<file path="src/rtl/vcve2_pkg.sv">
// vcve2_pkg: types and constants shared across the vcve2 core slice.
// Holds the OBI request/response bundles used by the data-bus multiplexer.
package vcve2_pkg;

  localparam int unsigned OBI_MUX_MAX_IFS = 8;

  typedef struct packed {
    logic        we;
    logic [3:0]  be;
    logic [31:0] addr;
    logic [31:0] wdata;
  } obi_req_t;

  typedef struct packed {
    logic [31:0] rdata;
    logic        err;
  } obi_rsp_t;

  // An interface ID needs at least one bit, even when there is a single interface.
  function automatic int unsigned obi_id_width(input int unsigned n);
    return (n > 1) ? $clog2(n) : 1;
  endfunction

endpackage

</file>
<file path="src/rtl/vcve2_obi_id_fifo.sv">
// vcve2_obi_id_fifo: small in-order FIFO of issuer IDs for outstanding OBI transactions.
// Pushes while full and pops while empty are ignored, so callers may drive them unqualified.
module vcve2_obi_id_fifo #(
  parameter int unsigned Width = 1,
  parameter int unsigned Depth = 2
) (
  input  logic             clk_i,
  input  logic             rst_ni,
  input  logic             push_i,
  input  logic [Width-1:0] data_i,
  input  logic             pop_i,
  output logic [Width-1:0] head_o,
  output logic             full_o,
  output logic             empty_o
);

  localparam int unsigned PtrW = (Depth > 1) ? $clog2(Depth) : 1;
  localparam int unsigned CntW = $clog2(Depth + 1);

  logic [Width-1:0] mem_q [Depth];
  logic [PtrW-1:0]  wptr_q, wptr_d;
  logic [PtrW-1:0]  rptr_q, rptr_d;
  logic [CntW-1:0]  cnt_q, cnt_d;
  logic             push_ok;
  logic             pop_ok;

  function automatic logic [PtrW-1:0] incPtr(input logic [PtrW-1:0] p);
    return (p == PtrW'(Depth - 1)) ? '0 : p + PtrW'(1);
  endfunction

  assign full_o  = (cnt_q == CntW'(Depth));
  assign empty_o = (cnt_q == '0);
  assign head_o  = mem_q[rptr_q];
  assign push_ok = push_i & ~full_o;
  assign pop_ok  = pop_i & ~empty_o;

  always_comb begin
    wptr_d = wptr_q;
    rptr_d = rptr_q;
    cnt_d  = cnt_q;
    if (push_ok) begin
      wptr_d = incPtr(wptr_q);
    end
    if (pop_ok) begin
      rptr_d = incPtr(rptr_q);
    end
    unique case ({push_ok, pop_ok})
      2'b10:   cnt_d = cnt_q + CntW'(1);
      2'b01:   cnt_d = cnt_q - CntW'(1);
      default: cnt_d = cnt_q;
    endcase
  end

  always_ff @(posedge clk_i or negedge rst_ni) begin
    if (!rst_ni) begin
      wptr_q <= '0;
      rptr_q <= '0;
      cnt_q  <= '0;
    end else begin
      wptr_q <= wptr_d;
      rptr_q <= rptr_d;
      cnt_q  <= cnt_d;
    end
  end

  // Storage is only observed through head_o while non-empty, so it carries no reset.
  always_ff @(posedge clk_i) begin
    if (push_ok) begin
      mem_q[wptr_q] <= data_i;
    end
  end

endmodule

</file>
<file path="src/rtl/vcve2_obi_data_mux.sv">
// vcve2_obi_data_mux: round-robin N-to-1 OBI data-bus mux with in-order response routing.
// Optional VCVE2_OBI_MUX_PERF_EN adds per-interface saturating stall counters on perf_stall_o.
module vcve2_obi_data_mux
  import vcve2_pkg::*;
#(
  parameter int unsigned NumIfs         = 2,
  parameter int unsigned MaxOutstanding = 2
) (
  input  logic                     clk_i,
  input  logic                     rst_ni,
  input  logic [NumIfs-1:0]        core_req_i,
  output logic [NumIfs-1:0]        core_gnt_o,
  output logic [NumIfs-1:0]        core_rvalid_o,
  input  logic [NumIfs-1:0]        core_we_i,
  input  logic [NumIfs-1:0][3:0]   core_be_i,
  input  logic [NumIfs-1:0][31:0]  core_addr_i,
  input  logic [NumIfs-1:0][31:0]  core_wdata_i,
  output logic [NumIfs-1:0][31:0]  core_rdata_o,
  output logic [NumIfs-1:0]        core_err_o,
  output logic                     mem_req_o,
  input  logic                     mem_gnt_i,
  input  logic                     mem_rvalid_i,
  output logic                     mem_we_o,
  output logic [3:0]               mem_be_o,
  output logic [31:0]              mem_addr_o,
  output logic [31:0]              mem_wdata_o,
  input  logic [31:0]              mem_rdata_i,
  input  logic                     mem_err_i
`ifdef VCVE2_OBI_MUX_PERF_EN
  ,
  output logic [NumIfs-1:0][15:0]  perf_stall_o
`endif
);

  localparam int unsigned IdW = obi_id_width(NumIfs);

  obi_req_t [NumIfs-1:0] core_pl;
  obi_req_t              win_pl;
  obi_rsp_t              mem_rsp;

  logic [IdW-1:0] ptr_q, ptr_d;
  logic [IdW-1:0] lock_idx_q, lock_idx_d;
  logic           lock_q, lock_d;
  logic [IdW-1:0] winner;
  logic [IdW-1:0] cand;
  logic           found;
  logic           handshake;
  logic           rsp_valid;
  logic           fifo_full;
  logic           fifo_empty;
  logic [IdW-1:0] fifo_head;

  always_comb begin
    for (int unsigned i = 0; i < NumIfs; i++) begin
      core_pl[i] = '{we: core_we_i[i], be: core_be_i[i], addr: core_addr_i[i],
                     wdata: core_wdata_i[i]};
    end
  end

  // A stalled request keeps its slot so the memory side sees a stable OBI request.
  always_comb begin
    winner = ptr_q;
    cand   = '0;
    found  = 1'b0;
    if (lock_q) begin
      winner = lock_idx_q;
    end else begin
      for (int unsigned k = 0; k < NumIfs; k++) begin
        cand = IdW'((32'(ptr_q) + k) % NumIfs);
        if (!found && core_req_i[cand]) begin
          winner = cand;
          found  = 1'b1;
        end
      end
    end
  end

  assign win_pl      = core_pl[winner];
  assign mem_we_o    = win_pl.we;
  assign mem_be_o    = win_pl.be;
  assign mem_addr_o  = win_pl.addr;
  assign mem_wdata_o = win_pl.wdata;

  // Full is taken from the registered count only; a same-cycle pop does not reopen the port.
  assign mem_req_o = core_req_i[winner] & ~fifo_full;
  assign handshake = mem_req_o & mem_gnt_i;
  assign rsp_valid = mem_rvalid_i & ~fifo_empty;
  assign mem_rsp   = '{rdata: mem_rdata_i, err: mem_err_i};

  always_comb begin
    core_gnt_o    = '0;
    core_rvalid_o = '0;
    if (handshake) begin
      core_gnt_o[winner] = 1'b1;
    end
    if (rsp_valid) begin
      core_rvalid_o[fifo_head] = 1'b1;
    end
    for (int unsigned i = 0; i < NumIfs; i++) begin
      core_rdata_o[i] = mem_rsp.rdata;
      core_err_o[i]   = mem_rsp.err;
    end
  end

  always_comb begin
    ptr_d      = ptr_q;
    lock_d     = lock_q;
    lock_idx_d = lock_idx_q;
    if (handshake) begin
      ptr_d  = (winner == IdW'(NumIfs - 1)) ? '0 : winner + IdW'(1);
      lock_d = 1'b0;
    end else if (mem_req_o) begin
      lock_d     = 1'b1;
      lock_idx_d = winner;
    end
  end

  always_ff @(posedge clk_i or negedge rst_ni) begin
    if (!rst_ni) begin
      ptr_q      <= '0;
      lock_q     <= 1'b0;
      lock_idx_q <= '0;
    end else begin
      ptr_q      <= ptr_d;
      lock_q     <= lock_d;
      lock_idx_q <= lock_idx_d;
    end
  end

  vcve2_obi_id_fifo #(
    .Width (IdW),
    .Depth (MaxOutstanding)
  ) u_id_fifo (
    .clk_i   (clk_i),
    .rst_ni  (rst_ni),
    .push_i  (handshake),
    .data_i  (winner),
    .pop_i   (mem_rvalid_i),
    .head_o  (fifo_head),
    .full_o  (fifo_full),
    .empty_o (fifo_empty)
  );

`ifdef VCVE2_OBI_MUX_PERF_EN
  logic [NumIfs-1:0][15:0] stall_cnt_q, stall_cnt_d;

  always_comb begin
    stall_cnt_d = stall_cnt_q;
    for (int unsigned i = 0; i < NumIfs; i++) begin
      if (core_req_i[i] && !core_gnt_o[i] && (stall_cnt_q[i] != 16'hFFFF)) begin
        stall_cnt_d[i] = stall_cnt_q[i] + 16'd1;
      end
    end
  end

  always_ff @(posedge clk_i or negedge rst_ni) begin
    if (!rst_ni) begin
      stall_cnt_q <= '0;
    end else begin
      stall_cnt_q <= stall_cnt_d;
    end
  end

  assign perf_stall_o = stall_cnt_q;
`endif

  // A response with nothing outstanding has no owner; it is dropped and flagged.
  orphanResponse : assert property (@(posedge clk_i) disable iff (!rst_ni)
                                    !(mem_rvalid_i && fifo_empty))
    else $warning("orphan mem_rvalid_i dropped: no outstanding transaction");

endmodule

</file>
<file path="config.mk">
export PLATFORM = sky130hd
export DESIGN_NAME = vcve2_obi_data_mux
export DESIGN_NICKNAME = d
export VERILOG_FILES = /design/src/rtl/vcve2_pkg.sv /design/src/rtl/vcve2_obi_id_fifo.sv /design/src/rtl/vcve2_obi_data_mux.sv
export SDC_FILE = /design/constraint.sdc
export NUM_CORES = 1
export LEC_CHECK = 0
export BUFFER_PORTS_ARGS = -buffer_cell sky130_fd_sc_hd__buf_2
export CORE_AREA = 2 2 125 127
export DETAILED_ROUTE_END_ITERATION = 6
export DIE_AREA = 0 0 127 129
export PLACE_DENSITY = 0.4
export SYNTH_ARGS = -nofsm -noshare
export SYNTH_HDL_FRONTEND = slang
export SYNTH_HIERARCHICAL = 1
export SYNTH_SLANG_ARGS = --single-unit
</file>
<file path="constraint.sdc">
create_clock -name clk_i -period 2.4 [get_ports clk_i]
set_input_delay 0.12 -clock clk_i [delete_from_list [all_inputs] [get_ports clk_i]]
set_output_delay 0.12 -clock clk_i [all_outputs]
set_load 0.01 [all_outputs]
</file>
; Word-level counts from Yosys, hierarchy flattened
; Memory sizes are Yosys's and may differ from the RTL's.
; Cells that the tools add are included.
[classes]
bitwise = 7
mux = 26
n_eq_ne = 3
n_reduce_logical = 8
order_cmp = 6
addsub = 6
[op_table]
columns = cell, n
row1 = two-way mux 69 bit, 2
row2 = two-way mux 1 bit, 19
row3 = less-than comparator 1 x 2 -> 1 bit (second input constant), 4
row4 = adder 1 bit (second input constant), 4
row5 = AND 1 bit, 4
row6 = equality test 2 bit (second input constant), 2
row7 = two-way mux 2 bit, 2
row8 = one-hot mux 2 bit (2 select lines), 1
row9 = nonzero test 2 bit, 2
row10 = logical AND 1 bit, 3
row11 = NOT 1 bit, 3
row12 = adder 2 x 1 -> 2 bit (second input constant), 1
row13 = demux 1 bit (select 1 bit), 2
row14 = equality test 2 x 1 -> 1 bit (second input constant), 1
row15 = >= comparator 1 bit (second input constant), 2
row16 = zero test 2 bit, 1
row17 = AND reduction 2 bit, 1
row18 = subtractor 2 x 1 -> 2 bit (second input constant), 1
row19 = zero test 1 bit, 1
[totals]
memories = 1
ramBits = 2
regBits = 7
out_inout_bits = 140
[mem_list]
columns = memory, words, width, rd, rd_clocked_by_memory_dff, write_ports, line_no
row1 = u_id_fifo.mem_q, 2, 1, 1, 0, 1, vcve2_obi_id_fifo.sv:20  ; logic [Width-1:0] mem_q [Depth];

; Depth between registers and ports, before layout
[depth]
ltp_word = 15
mapped_depth = 10
ltp_nobuf = 10

; Hierarchy
; The synthesis kept the hierarchy.
[modules_own_cells]
columns = mod, area_per_inst_um2, n_inst, cells_each
row1 = vcve2_obi_data_mux, 1776.7, 1, 164
row2 = vcve2_obi_id_fifo, 267.8, 1, 21

; Worst setup path before layout
; Ideal clock, no wire load.
[synth_timing]
path_kind = flip-flop to flip-flop
from = reg lock_q
to = reg u_id_fifo.cnt_q[1]
t_arrival_ps = 1894
required_ps = 2321
period_less_slack_ps = 1973
path_stages_with_launch = 9
path_slack_ps = 427
path_buffers = 0
path_cell_list = dfrtp_1 a21bo_1 a221oi_4 nand2_2 inv_1 nand2_1 ha_1 nor2_1 xor2_1
[synth_via]
elab_chain_len = 8
elab_cells_between_ends = 10
[synth_rtl]
columns = item, line_no
row1 = start: declaration, vcve2_obi_data_mux.sv:43  ; logic lock_q, lock_d;
row2 = start signal: assignment, vcve2_obi_data_mux.sv:125  ; lock_q <= lock_d;
row3 = two-way mux 1 bit (*), vcve2_obi_data_mux.sv:65  ; if (lock_q) begin
row4 = two-way mux 1 bit (implied by the code) (*) (2 in a row), vcve2_obi_data_mux.sv:85  ; assign mem_req_o = core_req_i[winner] & ~fifo_full;
row5 = AND 1 bit (*), vcve2_obi_data_mux.sv:85
row6 = net mem_req_o, vcve2_obi_data_mux.sv:20  ; output logic mem_req_o,
row7 = AND 1 bit (*), vcve2_obi_data_mux.sv:86  ; assign handshake = mem_req_o & mem_gnt_i;
row8 = net handshake, vcve2_obi_data_mux.sv:47  ; logic handshake;
row9 = AND 1 bit (*), vcve2_obi_id_fifo.sv:34  ; assign push_ok = push_i & ~full_o;
row10 = equality test 2 x 1 -> 1 bit or equality test 2 bit (tied branches), vcve2_obi_id_fifo.sv:47  ; unique case ({push_ok, pop_ok})
row11 = one-hot mux 2 bit (2 select lines) or nonzero test 2 bit (tied branches), -
row12 = end signal: assignment, vcve2_obi_id_fifo.sv:62  ; cnt_q <= cnt_d;
row13 = end: declaration, vcve2_obi_id_fifo.sv:23  ; logic [CntW-1:0] cnt_q, cnt_d;
; Mark *: on every way through the listed nets, which the timed path passes. The rest lies on a longest branch. The select of a mux whose other input is x is not followed.
; A chain may end at the register's enable or synchronous reset.

; Worst setup path after layout
[layout_timing]
from = reg lock_q
to = reg u_id_fifo.cnt_q[1]
[layout_via]
elab_chain_len = 8
elab_cells_between_ends = 10
[layout_rtl]
columns = item, line_no
row1 = two-way mux 1 bit (*), vcve2_obi_data_mux.sv:65
row2 = two-way mux 1 bit (implied by the code) (*) (2 in a row), vcve2_obi_data_mux.sv:85
row3 = AND 1 bit (*), vcve2_obi_data_mux.sv:85
row4 = AND 1 bit (*), vcve2_obi_data_mux.sv:86
row5 = net handshake, vcve2_obi_data_mux.sv:47
row6 = AND 1 bit (*), vcve2_obi_id_fifo.sv:34
row7 = equality test 2 x 1 -> 1 bit or equality test 2 bit (tied branches), vcve2_obi_id_fifo.sv:47
row8 = one-hot mux 2 bit (2 select lines) or nonzero test 2 bit (tied branches), -
; Marks and branches as above.

==> flow_summary.json <==
{
  "status": "completed",
  "track_usage": 0.0623,
  "numCtsBuffers": 3,
  "dr.pass1.iters": 4,
  "yosysSeqAreaShare": 0.115,
  "synth_top_flop_cell": "dfrtp_1",
  "cts_setup_buffers": 0,
  "cts_root_buf": "clkbuf_16",
  "synth_fp_nets": 363,
  "clock_latency_ns": 0.24,
  "critPathMaxStageDelay_ns": 0.45,
  "detail-route-antenna-nets": 0,
  "via_count": 1856,
  "grt_pass1_wl_um": 8430,
  "syn-instance-count": 185,
  "rsz0062_at_grt": "false",
  "die_x_um": 127,
  "ctsHtreeMaxLevel": 1,
  "crit_family": "compound AO/OA/AOI/OAI gates",
  "clock_sinks": 9,
  "cts_resized": 0,
  "fin_tns_setup_ns": 0,
  "grt_max_degree": 40,
  "initial_core_util": 0.137,
  "grt_pass1_vias": 1738,
  "clk_pin_slew_ns": 0.04,
  "startpoint_type": "flip-flop",
  "leakage_uw": 0.00164,
  "drt_iter0_markers": 18,
  "internal-power_uw": 1890,
  "synth_top_area_frac": 0.404,
  "row_count": 45,
  "place_inst": 518,
  "combPwrFrac": 0.811,
  "cp_slowest_cell": "dfrtp_1",
  "drc_errors": 0,
  "num_io_pins": 317,
  "tightest_slew_ns": 0.284,
  "synth.distinct_cells": 30,
  "crit_chain": "a21bo_1, a221oi_4, nand2_2, inv_1, nand2_1, ha_1, nor2_1, xor2_1",
  "layout-drive-gt1-share": 0.890,
  "yosysTopAreaCell": "mux2_4",
  "criticalPathCategory": "flip-flop to flip-flop",
  "crit_fanout": 5,
  "port_buffers": 217,
  "p_sw_frac": 0.401,
  "nets": 514,
  "cts_tree": "yes",
  "die_area_um2": 16400,
  "synth-seq-cells": 9,
  "hold_viol_final": 0,
  "syn2layout_area_growth_pct": 43.1,
  "power_frac_seq": 0.094,
  "p_per_area_nw_per_um2": 1080,
  "dp_hpwl_um": 5380,
  "async_flop_share": 0.778,
  "min_path_type": "input port to flip-flop",
  "stdcell_count": 523,
  "synth_area_um2": 2040,
  "critPathBufInv": 1,
  "ys_warn_count": 6,
  "ir_worst_vdd_v": 0.000793,
  "antenna_found_initial": 0,
  "post_drt_wl_per_cell_um": 11.9,
  "power.total_uw": 3160,
  "p_sw_uw": 1270,
  "grt-ovfl-total": 0,
  "synth_edf_count": 2,
  "core_area_um2": 15000,
  "die_h_um": 129,
  "max_freq_mhz": 483,
  "pwr-share-clk": 0.094,
  "synth.avg_cell_area_um2": 11.1,
  "cts_hold_buf": 1,
  "finalCritPeriodShare": 0.862,
  "synth.area.top_cells": "mux2_4 40%, buf_4 24%, dfrtp_1 8.6%",
  "min_period_ns": 2.07,
  "skew_ns": 0.00236,
  "cts_max_path_buffers": 2,
  "cp-end-kind": "flip-flop",
  "cp_data_arrival_time_ns": 2.23,
  "slew_violations": 0,
  "maxCapViolCount": 0,
  "gp_congestion": 0.713,
  "max_slew_margin": 0.811,
  "routed_wirelength_um": 6240,
  "cp.required_ns": 2.56,
  "diodes": 0,
  "setup_viol": 0,
  "viasPerCell": 3.55
}
## worst reg2reg max path: stages, from the launching register on
cell and delay [ns]:
dfrtp_1 0.45, a21bo_1 0.25, a221oi_4 0.33, nand2_2 0.14, inv_1 0.09, nand2_1 0.10, ha_1 0.33, nor2_1 0.13
xor2_1 0.16
## synthesized netlist by cell type (2+ instances only)
library cell  number
xor2_1             2
inv_1              3
nor2_1             5
mux2_2            15
mux2_4            55
xnor2_1            3
edfxtp_1           2
dfrtp_1            7
buf_6              7
buf_4             66
## final timing paths
path                                         startpoint                        endpoint  slack, ns  cells after the start
max                                  lock_q$_DFFE_PN0P_  u_id_fifo/cnt_q[1]$_DFFE_PN0P_       0.33                      8
min                                           mem_gnt_i              lock_q$_DFFE_PN0P_       0.21                      3
max reg2reg                          lock_q$_DFFE_PN0P_  u_id_fifo/cnt_q[1]$_DFFE_PN0P_       0.33                      8
min reg2reg                u_id_fifo/rptr_q$_DFFE_PN0P_    u_id_fifo/rptr_q$_DFFE_PN0P_       0.47                      1
max in group asynchronous                        rst_ni    u_id_fifo/rptr_q$_DFFE_PN0P_       1.99                      2
min in group asynchronous                        rst_ni          lock_idx_q$_DFFE_PN0P_       0.24                      2
## per-stage QoR
| stage | util | instance area [µm²] | setup WS, ns | hold WS (ns) |
|---|---|---|---|---|
| after detailed placement | 0.189 | 2840 | 0.348 | -0.0316 |
| after CTS | 0.195 | 2930 | 0.317 | 0.204 |
| after global placement | 0.189 | 2840 | 0.400 | -0.0308 |
| after floorplan | - | 2040 | 0.427 | -0.176 |
| final | 0.195 | 2930 | 0.330 | 0.207 |
| after global routing | 0.195 | 2930 | 0.143 | 0.225 |
## final cells by class
cell class | count | area, µm²
fill | 1670 | 12100
multi-input combinational | 98 | 1220
timing repair buffer | 220 | 1140
sequential | 9 | 235
tap | 188 | 235
clock buffer | 3 | 75.1
inverter | 4 | 15.0
clock inverter | 1 | 5.00
## placed cells by master, fill, tap and decap left out, types with 2 or more instances in the layout
cell type  netlist  final
dfrtp_1          7      7
buf_2            1    217
nor2_1           5      5
buf_12           0      2
clkbuf_16        0      3
xnor2_1          3      3
mux2_2          15     15
mux2_4          55     55
xor2_1           2      2
edfxtp_1         2      2
inv_1            3      3
## logic make-up (layout without fill, tap and decap cells)
| kind of cell | after synthesis | in the layout | share of synthesized area |
|---|---|---|---|
| flops | 9 | 9 | 0.115 |
| simple gates | 14 | 14 | 0.0392 |
| compound gates | 6 | 6 | 0.0306 |
| fa+ha+maj | 1 | 1 | 0.00612 |
| buf+inv | 78 | 228 | 0.291 |
| xor+xnor | 5 | 5 | 0.0214 |
| mux | 72 | 72 | 0.497 |
## power by group through the flow
stage / Clock, µW / Combinational [µW] / Sequential, µW
after detailed placement: 0 / 2580 / 300
after CTS: 310 / 2590 / 299
after global placement: 0 / 2580 / 298
final: 298 / 2560 / 298
after global routing: 310 / 2740 / 311
after floorplan: 0 / 2020 / 286
## registers in the layout, indices dropped and copies added, names as in the netlist
register and cells:
u_id_fifo/wptr_q 1, u_id_fifo/rptr_q 1, lock_q 1, ptr_q 1, lock_idx_q 1, u_id_fifo/cnt_q 2, u_id_fifo/mem_q 2
## metal layers
layer,vias to the layer above,share of wire,wire length (µm),GRT usage
li1,868,-,-,-
met1,809,0.39,2440,0.0794
met2,172,0.44,2770,0.0841
met3,7,0.16,972,0.0437
met4,0,0.0087,54,0.0162
met5,-,0,0,0
(Power assumes the default switching activity.)
